`config.mk`:
```
export PLATFORM = sky130hd
export DESIGN_NAME = uart_cmd_responder
export DESIGN_NICKNAME = d
export VERILOG_FILES = /design/src/rtl/uart_cmd_responder.sv
export SDC_FILE = /design/constraint.sdc
export NUM_CORES = 1
export LEC_CHECK = 0
export BUFFER_PORTS_ARGS = -buffer_cell sky130_fd_sc_hd__buf_2
export CORE_UTILIZATION = 53
export DETAILED_ROUTE_END_ITERATION = 10
export PLACE_DENSITY = 0.79
export SYNTH_ARGS = -nofsm -noshare
export SYNTH_HDL_FRONTEND = slang
export SYNTH_SLANG_ARGS = --single-unit
```
`constraint.sdc`:
```
create_clock -name CLK -period 2.3 [get_ports CLK]
set_input_delay 0 -clock CLK [delete_from_list [all_inputs] [get_ports CLK]]
set_output_delay 0 -clock CLK [all_outputs]
set_load 0.05 [all_outputs]
```
`src/rtl/uart_cmd_responder.sv`:
```
// uart_cmd_responder: parses 'W' ADDR DATA / 'R' ADDR commands from the UART byte
// stream, performs one register-bus access and returns one reply byte.
`default_nettype none

module uart_cmd_responder #(
    parameter int ADDR_WIDTH   = 8,
    parameter int TIMEOUT      = 4096,
    parameter int READ_LATENCY = 1
) (
    input  logic                  CLK,
    input  logic                  RST,
    input  logic [7:0]            RXbuffer,
    input  logic                  RXready,
    output logic [7:0]            TXbuffer,
    output logic                  TXstart,
    input  logic                  TXbusy,
    output logic [ADDR_WIDTH-1:0] bus_addr,
    output logic [7:0]            bus_wdata,
    output logic                  bus_we,
    output logic                  bus_re,
    input  logic [7:0]            bus_rdata,
    output logic                  dropped
);

    localparam int TO_W = (TIMEOUT > 2) ? $clog2(TIMEOUT) : 1;
    localparam int RL_W = $clog2(READ_LATENCY + 1);

    localparam logic [7:0] OP_WRITE = 8'h57;
    localparam logic [7:0] OP_READ  = 8'h52;
    localparam logic [7:0] REPLY_ACK = 8'h06;
    localparam logic [7:0] REPLY_NAK = 8'h15;

    // Ordered so that every state from WR_ISSUE upward is "busy replying".
    localparam logic [3:0] IDLE         = 4'd0;
    localparam logic [3:0] GET_ADDR     = 4'd1;
    localparam logic [3:0] GET_DATA     = 4'd2;
    localparam logic [3:0] WR_ISSUE     = 4'd3;
    localparam logic [3:0] RD_ISSUE     = 4'd4;
    localparam logic [3:0] RD_WAIT      = 4'd5;
    localparam logic [3:0] TX_LOAD      = 4'd6;
    localparam logic [3:0] TX_WAIT_BUSY = 4'd7;
    localparam logic [3:0] TX_WAIT_DONE = 4'd8;

    logic [3:0]            state_q, state_d;
    logic [TO_W-1:0]       to_cnt_q, to_cnt_d;
    logic [RL_W-1:0]       rd_cnt_q, rd_cnt_d;
    logic                  op_wr_q, op_wr_d;
    logic [ADDR_WIDTH-1:0] addr_q, addr_d;
    logic [7:0]            wdata_q, wdata_d;
    logic [7:0]            txbuf_q, txbuf_d;
    logic                  we_q, we_d;
    logic                  re_q, re_d;
    logic                  dropped_q, dropped_d;
    logic [ADDR_WIDTH-1:0] addr_ext;

    generate
        if (ADDR_WIDTH > 8) begin : g_addr_wide
            assign addr_ext = {{(ADDR_WIDTH-8){1'b0}}, RXbuffer};
        end else if (ADDR_WIDTH == 8) begin : g_addr_exact
            assign addr_ext = RXbuffer;
        end else begin : g_addr_narrow
            assign addr_ext = RXbuffer[ADDR_WIDTH-1:0];
        end
    endgenerate

    always_comb begin
        state_d   = state_q;
        to_cnt_d  = '0;
        rd_cnt_d  = rd_cnt_q;
        op_wr_d   = op_wr_q;
        addr_d    = addr_q;
        wdata_d   = wdata_q;
        txbuf_d   = txbuf_q;
        case (state_q)
            IDLE: begin
                if (RXready) begin
                    if (RXbuffer == OP_WRITE || RXbuffer == OP_READ) begin
                        op_wr_d = (RXbuffer == OP_WRITE);
                        state_d = GET_ADDR;
                    end else begin
                        txbuf_d = REPLY_NAK;
                        state_d = TX_LOAD;
                    end
                end
            end
            GET_ADDR, GET_DATA: begin
                // A byte arriving on the expiry cycle takes priority over the abort.
                if (RXready) begin
                    if (state_q == GET_ADDR) begin
                        addr_d  = addr_ext;
                        state_d = op_wr_q ? GET_DATA : RD_ISSUE;
                    end else begin
                        wdata_d = RXbuffer;
                        state_d = WR_ISSUE;
                    end
                end else if (to_cnt_q == TO_W'(TIMEOUT - 1)) begin
                    state_d = IDLE;
                end else begin
                    to_cnt_d = to_cnt_q + TO_W'(1);
                end
            end
            WR_ISSUE: begin
                txbuf_d = REPLY_ACK;
                state_d = TX_LOAD;
            end
            RD_ISSUE: begin
                rd_cnt_d = RL_W'(1);
                state_d  = RD_WAIT;
            end
            RD_WAIT: begin
                if (rd_cnt_q == RL_W'(READ_LATENCY)) begin
                    txbuf_d = bus_rdata;
                    state_d = TX_LOAD;
                end else begin
                    rd_cnt_d = rd_cnt_q + RL_W'(1);
                end
            end
            TX_LOAD:      if (!TXbusy) state_d = TX_WAIT_BUSY;
            TX_WAIT_BUSY: if (TXbusy)  state_d = TX_WAIT_DONE;
            TX_WAIT_DONE: if (!TXbusy) state_d = IDLE;
            default:      state_d = IDLE;
        endcase
        // Issue states last exactly one cycle, so the strobes follow them directly.
        we_d      = (state_d == WR_ISSUE);
        re_d      = (state_d == RD_ISSUE);
        dropped_d = RXready && (state_q >= WR_ISSUE);
    end

    always_ff @(posedge CLK or posedge RST) begin
        if (RST) begin
            state_q   <= IDLE;
            to_cnt_q  <= '0;
            rd_cnt_q  <= '0;
            op_wr_q   <= 1'b0;
            addr_q    <= '0;
            wdata_q   <= '0;
            txbuf_q   <= '0;
            we_q      <= 1'b0;
            re_q      <= 1'b0;
            dropped_q <= 1'b0;
        end else begin
            state_q   <= state_d;
            to_cnt_q  <= to_cnt_d;
            rd_cnt_q  <= rd_cnt_d;
            op_wr_q   <= op_wr_d;
            addr_q    <= addr_d;
            wdata_q   <= wdata_d;
            txbuf_q   <= txbuf_d;
            we_q      <= we_d;
            re_q      <= re_d;
            dropped_q <= dropped_d;
        end
    end

    assign TXbuffer  = txbuf_q;
    assign TXstart   = (state_q == TX_LOAD) && !TXbusy;
    assign bus_addr  = addr_q;
    assign bus_wdata = wdata_q;
    assign bus_we    = we_q;
    assign bus_re    = re_q;
    assign dropped   = dropped_q;

endmodule

`default_nettype wire
```
Yosys cells after proc, flatten, opt, wreduce, memory -nomap -nowiden
Cells that the tools add are included.
{"block": "word_totals", "ff_bits": 45, "latch_bits": 0, "ramBits": 0, "romBits": 0, "input_bits": 20, "word_cells": 62, "memories": 0}
{"block": "classes", "n_addsub": 2, "mul": 0, "div_mod_pow": 0, "magnitude_cmp": 1, "eq_ne": 16, "shift": 0, "n_mux": 20, "bitwise_logic": 1, "reduce_logical": 12}
{"operator": "$mux 12", "n": 3}
{"operator": "$pmux 4 s8", "n": 1}
{"operator": "$mux 4", "n": 7}
{"operator": "$mux 8", "n": 3}
{"operator": "$pmux 8 s3", "n": 1}
{"operator": "$eq 4x3->1 const B", "n": 5}
{"operator": "$eq 8x7->1 const B", "n": 2}
{"operator": "$add 12x1->12 const B", "n": 1}
{"operator": "$eq 12x12->1 const B", "n": 1}
{"operator": "$eq 4x2->1 const B", "n": 3}
{"operator": "$mux 3", "n": 3}
{"operator": "$reduce_and 3->1", "n": 3}
{"operator": "$ne 2x2->1 const B", "n": 3}
{"operator": "$eq 4x1->1 const B", "n": 1}
{"operator": "$eq 4x4->1 const B", "n": 1}
{"operator": "$ge 4x2->1 const B", "n": 1}
{"operator": "$logic_not 4->1", "n": 1}
{"operator": "$reduce_and 4->1", "n": 1}
{"operator": "$reduce_bool 3->1", "n": 1}
{"operator": "$logic_and 1x1->1", "n": 2}
{"operator": "$pmux 1 s2", "n": 1}
{"operator": "$reduce_bool 2->1", "n": 1}
{"operator": "$reduce_or 2->1", "n": 1}
{"operator": "$add 1x1->1 const B", "n": 1}
{"operator": "4 further kinds", "n": 4}

Longest topological paths before layout
Gate-level depths: netlist of run 1.
{"block": "depth", "ltp_word": 6, "depth_mapped": 6, "ltp_nobuf": 5}

Worst setup path after synthesis of run 1
Ideal clock, no wire load.
{"block": "synth_path", "path_type": "reg-to-output", "from": "register state_q[1]", "to": "output port TXstart", "arrival_time_ns": 2.042, "required_time_ns": 2.300, "setup_slack_ns": 0.258, "path_stages_with_launch": 3, "cell_sequence": "dfrtp_1 > inv_1 > nor4_1"}
{"block": "synth_via", "elab_chain_cells": 2}
{"item": "start: declaration", "line": "44", "rtl": "logic [3:0] state_q, state_d;"}
{"item": "start signal: assignment", "line": "142", "rtl": "state_q <= state_d;"}
{"item": "$eq 4x3->1", "line": "156", "rtl": "assign TXstart = (state_q == TX_LOAD) && !TXbusy;"}
{"item": "$logic_and 1x1->1", "line": "156"}
{"item": "end: declaration", "line": "15", "rtl": "output logic TXstart,"}
Every way passes these cells.

Worst setup path in the final report of run 1
{"block": "layout_path", "from": "register state_q[2]", "to": "register wdata_q[1], in the netlist bus_wdata[1]"}
{"block": "layout_via", "elab_chain_cells": 3}
{"item": "$eq 4x1->1 / $eq 4x2->1 (equally long branches)", "line": "74, 89"}
{"item": "$reduce_or 2->1 / $not 1->1 (equally long branches)"}
{"item": "$reduce_and 3->1 (no source line) *"}
{"item": "end signal: assignment", "line": "147", "rtl": "wdata_q <= wdata_d;"}
{"item": "end: declaration", "line": "49", "rtl": "logic [7:0] wdata_q, wdata_d;"}
Mark *: on every way between the ends. The rest lies on a longest branch, timed or not.
A chain may end at the register's enable or synchronous reset.

==> results.toml, run 1 <==
[critical_path]
r2r-start = "state_q[2]$_DFF_PP0_"
r2r-end = "bus_wdata[1]$_DFFE_PP0P_"
critPathLaunch = "state_q[2]$_DFF_PP0_"
ff2ff_setup_slack_ns = 0.43
rr_worst_depth = 3
crit_fanout = 15
crit_type = "flip-flop to flip-flop"
arrival_ns = 2.06
required_ns = 2.49
cp-end-kind = "flip-flop"
cp-start-kind = "flip-flop"

[drt]
via_count = 1577
ant_nets = 0
drt_iter0_markers = 97
firstDrtPassIters = 4
drc = 0
wl_um = 4240
wire_per_inst_um = 14.3
vias_per_cell = 5.31

[layout]
area_growth_syn_to_layout_pct = 24.2
regArea_um2 = 1130
drive_gt1_frac = 0.317
fin_cells = 297
finalNetCount = 269
fillers = 288
n_antenna_cell = 0
finalInstanceArea_um2 = 2580
multi_input_comb_area_um2 = 866

[timing]
slew_headroom = 0.338
setup_viol = 0
drv_slew = 0
tns_ns = 0
whs_ns = 0.0202
finalHoldViolCount = 0
min_period_ns = 1.87
fin_skew_ns = 0.00688
fmaxAchievable_mhz = 535
rsz0062_at_grt = "false"
tightestPinTransition_ns = 0.987
period_share = 0.812

[grt]
grt_pass1_wl_um = 7260
grt_overflow = 0
antenna_found_initial = 0
grtUsageTotal = 0.229
grt_pass1_vias = 1569
grt_max_degree = 30

[floorplan]
coreArea_um2 = 3720
initial_core_util = 0.559
dieWidth_um = 64.6
fp-row-count = 22
ios = 48
die_h_um = 64.6
dieArea_um2 = 4170

[clocking]
tritoncts = "done"
cts_made_buffers = 5
path_clk_slew_ns = 0.09
cts_root_buffer = "clkbuf_8"
cts_buffer_depth = 2
htree_levels = 2
cts_sinks = 45
clk_latency_ns = 0.30

[synth]
syn-cell-area_um2 = 2080
async_flop_share = 1.00
synth-edff-count = 0
synth_nets = 204
synthCells = 183
synthFlopType = "dfrtp_1"
yosys_register_bits = 45
syn_avg_cell_area_um2 = 11.3
ys_seq_area_frac = 0.542
synth_cell_types = 44
ys_warn_count = 0

[run_status]
status = "completed"

[hold_path]
worstHoldPathCells = 3
hold_path_end = "TXbuffer[1]$_DFFE_PP0P_"
hp-class = "input port to flip-flop"
hp-start = "bus_rdata[1]"

[placement]
io_buffers = 47
hpwl_um = 2930
place_congestion = 0.837
dp.cells = 274
dpl-instance-area_um2 = 2340

[pwr]
powerDensity_nw_per_um2 = 1330
ir_worst_vdd_v = 0.000834
p_leak_nw = 1.22

[flow_run]
maxCapViolations = 0
placed cells by master (no fill, tap or decap), types with 2 or more instances in the layout:
master | Yosys | layout
xor2_1 | 5 | 5
nor2_1 | 16 | 16
o21ai_0 | 8 | 8
mux2_2 | 14 | 14
and2b_1 | 2 | 2
nor4_1 | 2 | 2
dfrtp_1 | 45 | 45
buf_4 | 2 | 2
nand4_1 | 4 | 4
nand3_1 | 5 | 5
clkbuf_8 | 0 | 5
buf_2 | 2 | 47
dlygate4sd3_1 | 0 | 15
nor3_1 | 4 | 4
nand2_1 | 12 | 12
a2bb2oi_1 | 4 | 4
inv_1 | 10 | 9
xnor2_1 | 5 | 5
nand2b_1 | 3 | 3
a21o_1 | 2 | 2
a22o_1 | 6 | 6
a21oi_1 | 4 | 4
and3_1 | 2 | 2
and2b_2 | 3 | 3
synthesized netlist by cell type (3+ instances only):
cell | number | share of area
nand3_1 | 5 | 0.012
o21ai_0 | 8 | 0.019
a21oi_1 | 4 | 0.0096
mux2_2 | 14 | 0.076
and2b_2 | 3 | 0.013
dfrtp_1 | 45 | 0.54
a2bb2oi_1 | 4 | 0.017
nand2b_1 | 3 | 0.0090
nand4_1 | 4 | 0.012
nor3_1 | 4 | 0.0096
nand2_1 | 12 | 0.022
nor2_1 | 16 | 0.029
a22o_1 | 6 | 0.025
xnor2_1 | 5 | 0.021
inv_1 | 10 | 0.018
xor2_1 | 5 | 0.021
worst max path at each step:
stage / endpoint / depth (start not counted)
CTS: bus_wdata[4]$_DFFE_PP0P_ / 3
detailed placement: bus_wdata[4]$_DFFE_PP0P_ / 3
global placement: bus_wdata[4]$_DFFE_PP0P_ / 3
finish: bus_wdata[1]$_DFFE_PP0P_ / 3
floorplan: TXstart / 2
global route: bus_wdata[3]$_DFFE_PP0P_ / 3
per-layer routing:
| layer | track usage | part of all wire | vias to the layer above |
|---|---|---|---|
| met4 | 0.0944 | 0.016 | 0 |
| met3 | 0.0440 | 0.030 | 7 |
| met1 | 0.302 | 0.45 | 762 |
| met2 | 0.372 | 0.50 | 31 |
| met5 | 0 | 0 | - |
| li1 | - | - | 777 |
stage by stage:
stage / total power, mW / setup WS [ns] / utilization
after floorplan: 2.60 / 0.258 / -
after global placement: 2.90 / 0.508 / 0.630
after detailed placement: 2.94 / 0.433 / 0.630
after CTS: 3.45 / 0.420 / 0.694
after global routing: 3.61 / 0.267 / 0.694
final: 3.44 / 0.431 / 0.694
cell type report:
class                      count  share of cell area
clock inverter                 3             0.00824
clock buffer                   5              0.0267
sequential                    45               0.436
timing repair buffer          64               0.155
tap                           48              0.0233
multi-input combinational    122               0.336
inverter                      10              0.0145
power by group:
part           total, mW  leakage, nW  internal [mW]  switching (mW)
Clock              0.485       0.0445          0.215           0.270
Sequential          1.23        0.570           1.03           0.193
Combinational       1.72        0.605          0.544            1.18
Total               3.44         1.22           1.79            1.64
flip-flops by register name (all words and copies together), names as in the netlist:
name and flops:
to_cnt_q 12, TXbuffer 8, bus_addr 8, bus_wdata 8, state_q 4, bus_re 1, bus_we 1, dropped 1
op_wr_q 1, rd_cnt_q 1
worst max-delay path: stages, from the launching register on:
cell	delay, ns
dfrtp_1	0.53
nor4b_1	0.49
nand2_1	0.36
mux2_2	0.37
kinds of logic after synthesis:
| logic type | after synthesis | share of synthesized area |
|---|---|---|
| and+or+nand+nor | 64 | 0.172 |
| DFF | 45 | 0.542 |
| AOI/OAI and AO/OA | 33 | 0.120 |
| buffers and inverters | 16 | 0.0410 |
| muxes | 14 | 0.0759 |
| xor gates and xnor gates | 10 | 0.0422 |
| adders and majority gates | 1 | 0.00602 |
timing repair:
action,in CTS,in global routing
buffers inserted,0,0
hold buffers,15,0
hold endpoints to repair,49,0
resized for setup,0,0
Power figures use the tool's default switching activity.
==> run 2, diff against run 1 <==
CORE_UTILIZATION = 48   (was 53)
PLACE_DENSITY = 0.75   (was 0.79)
clock period = 1.6 ns   (was 2.3 ns; I/O delays follow)
==> run 2 against run 1 <==
  * Count of clock-buffer cells in the layout is 2 higher
  * Sequential power grew 37%
  * Setup slack lost 0.40 ns
  * Combinational power is 58% higher
  * Via count increased by 1.7%
  * Sequential share of layout area decreased by 2.0 points
  * Clock power grew 56%
  * Cell count rose by 4.0%
  * Utilization shrank 3.2 points
  * Final area increased by 4.8%
  * Largest cell class unchanged
==> results.toml, run 2 (synthesis results as in run 1) <==
[clocking]
cts_buffer_depth = 2
cts_sinks = 45
clk_latency_ns = 0.30
cts_setup_buffers = 0
cts_root_buffer = "clkbuf_8"
cts_made_buffers = 5
tritoncts = "done"
htree_levels = 2
path_clk_slew_ns = 0.08

[grt]
grt_overflow = 0
grtUsageTotal = 0.207
antenna_found_initial = 0
grt_pass1_wl_um = 6780
grt_max_degree = 46
grt_pass1_vias = 1494

[placement]
hpwl_um = 2930
io_buffers = 47
dpl_worst_slack_ns = -0.0100
dpl-instance-area_um2 = 2420
place_congestion = 0.851

[timing]
finalHoldViolCount = 0
min_period_ns = 1.57
whs_ns = 0.0243
drv_slew = 0
rsz0062_at_grt = "true"
tightestPinTransition_ns = 0.549
fin_ws_ns = 0.0296
setup_viol = 0
period_share = 0.982
tns_ns = 0
fin_skew_ns = 0.00296
slew_headroom = 0.634
fmaxAchievable_mhz = 637

[hold_path]
hp-class = "input port to flip-flop"

[floorplan]
coreArea_um2 = 4090
die_h_um = 67.8
dieArea_um2 = 4590
ios = 48
fp-row-count = 23
initial_core_util = 0.508
dieWidth_um = 67.8

[layout]
regArea_um2 = 1130
finalNetCount = 279
layout_common_cells = "buf_2, dfrtp_1, nor2_1, dlygate4sd3_1, mux2_2"
drive_gt1_frac = 0.359
largest-register = "to_cnt_q"
mostFrequentLayoutCell = "buf_2"
multi_input_comb_area_um2 = 903
fillers = 308
largest_reg_flops = 12
area_growth_syn_to_layout_pct = 30.2
finalInstanceArea_um2 = 2710
n_antenna_cell = 0

[critical_path]
cp-end-kind = "flip-flop"
crit_chain = "or4b_4, nor4_4, a21oi_1, a2bb2oi_1"
required_ns = 1.79
cp_slowest_cell = "or4b_4"
crit_fanout = 3
crit_family = "simple AND/OR/NAND/NOR gates"
crit_type = "flip-flop to flip-flop"
arrival_ns = 1.76
cp-start-kind = "flip-flop"
ff2ff_setup_slack_ns = 0.03
cp.buffers_inverters = 0
cp_slowest_stage_delay_ns = 0.56

[drt]
ant_nets = 0
firstDrtPassIters = 4
drt_iter0_markers = 125
wl_um = 4430
vias_per_cell = 5.19
wire_per_inst_um = 14.3
drc = 0
via_count = 1604

[run_status]
status = "completed"

[pwr]
total_power_mw = 5.15
powerDensity_nw_per_um2 = 1910
p_leak_nw = 1.29
ir_worst_vdd_v = 0.00125

[flow_run]
maxCapViolations = 0
run 2: worst paths after layout:
kind,start,to,depth (start not counted)
worst max-delay path,state_q[3]$_DFF_PP0_,op_wr_q$_DFFE_PP0P_,4
worst min-delay path,bus_rdata[0],TXbuffer[0]$_DFFE_PP0P_,3
worst max register to register,state_q[3]$_DFF_PP0_,op_wr_q$_DFFE_PP0P_,4
worst min register to register,op_wr_q$_DFFE_PP0P_,bus_re$_DFF_PP0_,1
max in group asynchronous,RST,bus_addr[2]$_DFFE_PP0P_,4
min in group asynchronous,RST,bus_addr[1]$_DFFE_PP0P_,4
run 2: power breakdown:
group | leakage, nW | total (mW) | switching [mW] | internal [mW]
Combinational | 0.662 | 2.72 | 1.84 | 0.887
Sequential | 0.570 | 1.68 | 0.188 | 1.49
Clock | 0.0542 | 0.755 | 0.365 | 0.390
Total | 1.29 | 5.15 | 2.39 | 2.77
run 2: area by class of cell:
cell class	count	area share
Clock buffer	7	0.0356
Clock inverter	1	0.00185
Inverter	10	0.0139
Multi-Input combinational cell	123	0.334
Sequential cell	45	0.416
Tap cell	50	0.0231
Timing Repair Buffer	73	0.175
run 2: layer usage:
layer | global-route usage | wire length (um) | up-vias
met1 | 0.265 | 2100 | 760
li1 | - | - | 801
met3 | 0.0726 | 204 | 4
met2 | 0.314 | 2090 | 39
met5 | 0 | 0 | -
met4 | 0.0885 | 31 | 0
run 2: what timing repair did:
action / CTS / global route
hold buffers: 15 / 0
setup endpoints to repair: 9 / 12
gates cloned: 0 / 1
hold endpoints to repair: 66 / 0
resized for setup: 3 / 6
run 2: metrics by stage:
stage,utilization,instances
global placement,0.591,285
finish,0.662,309
CTS,0.656,308
detailed placement,0.591,285
floorplan,-,183
global route,0.662,309
run 2: worst register-to-register path, delay by kind of cell (launching register included):
family          cells  cell delay (ns)
compound gates      2             0.23
simple gates        2             0.82
flops               1             0.41
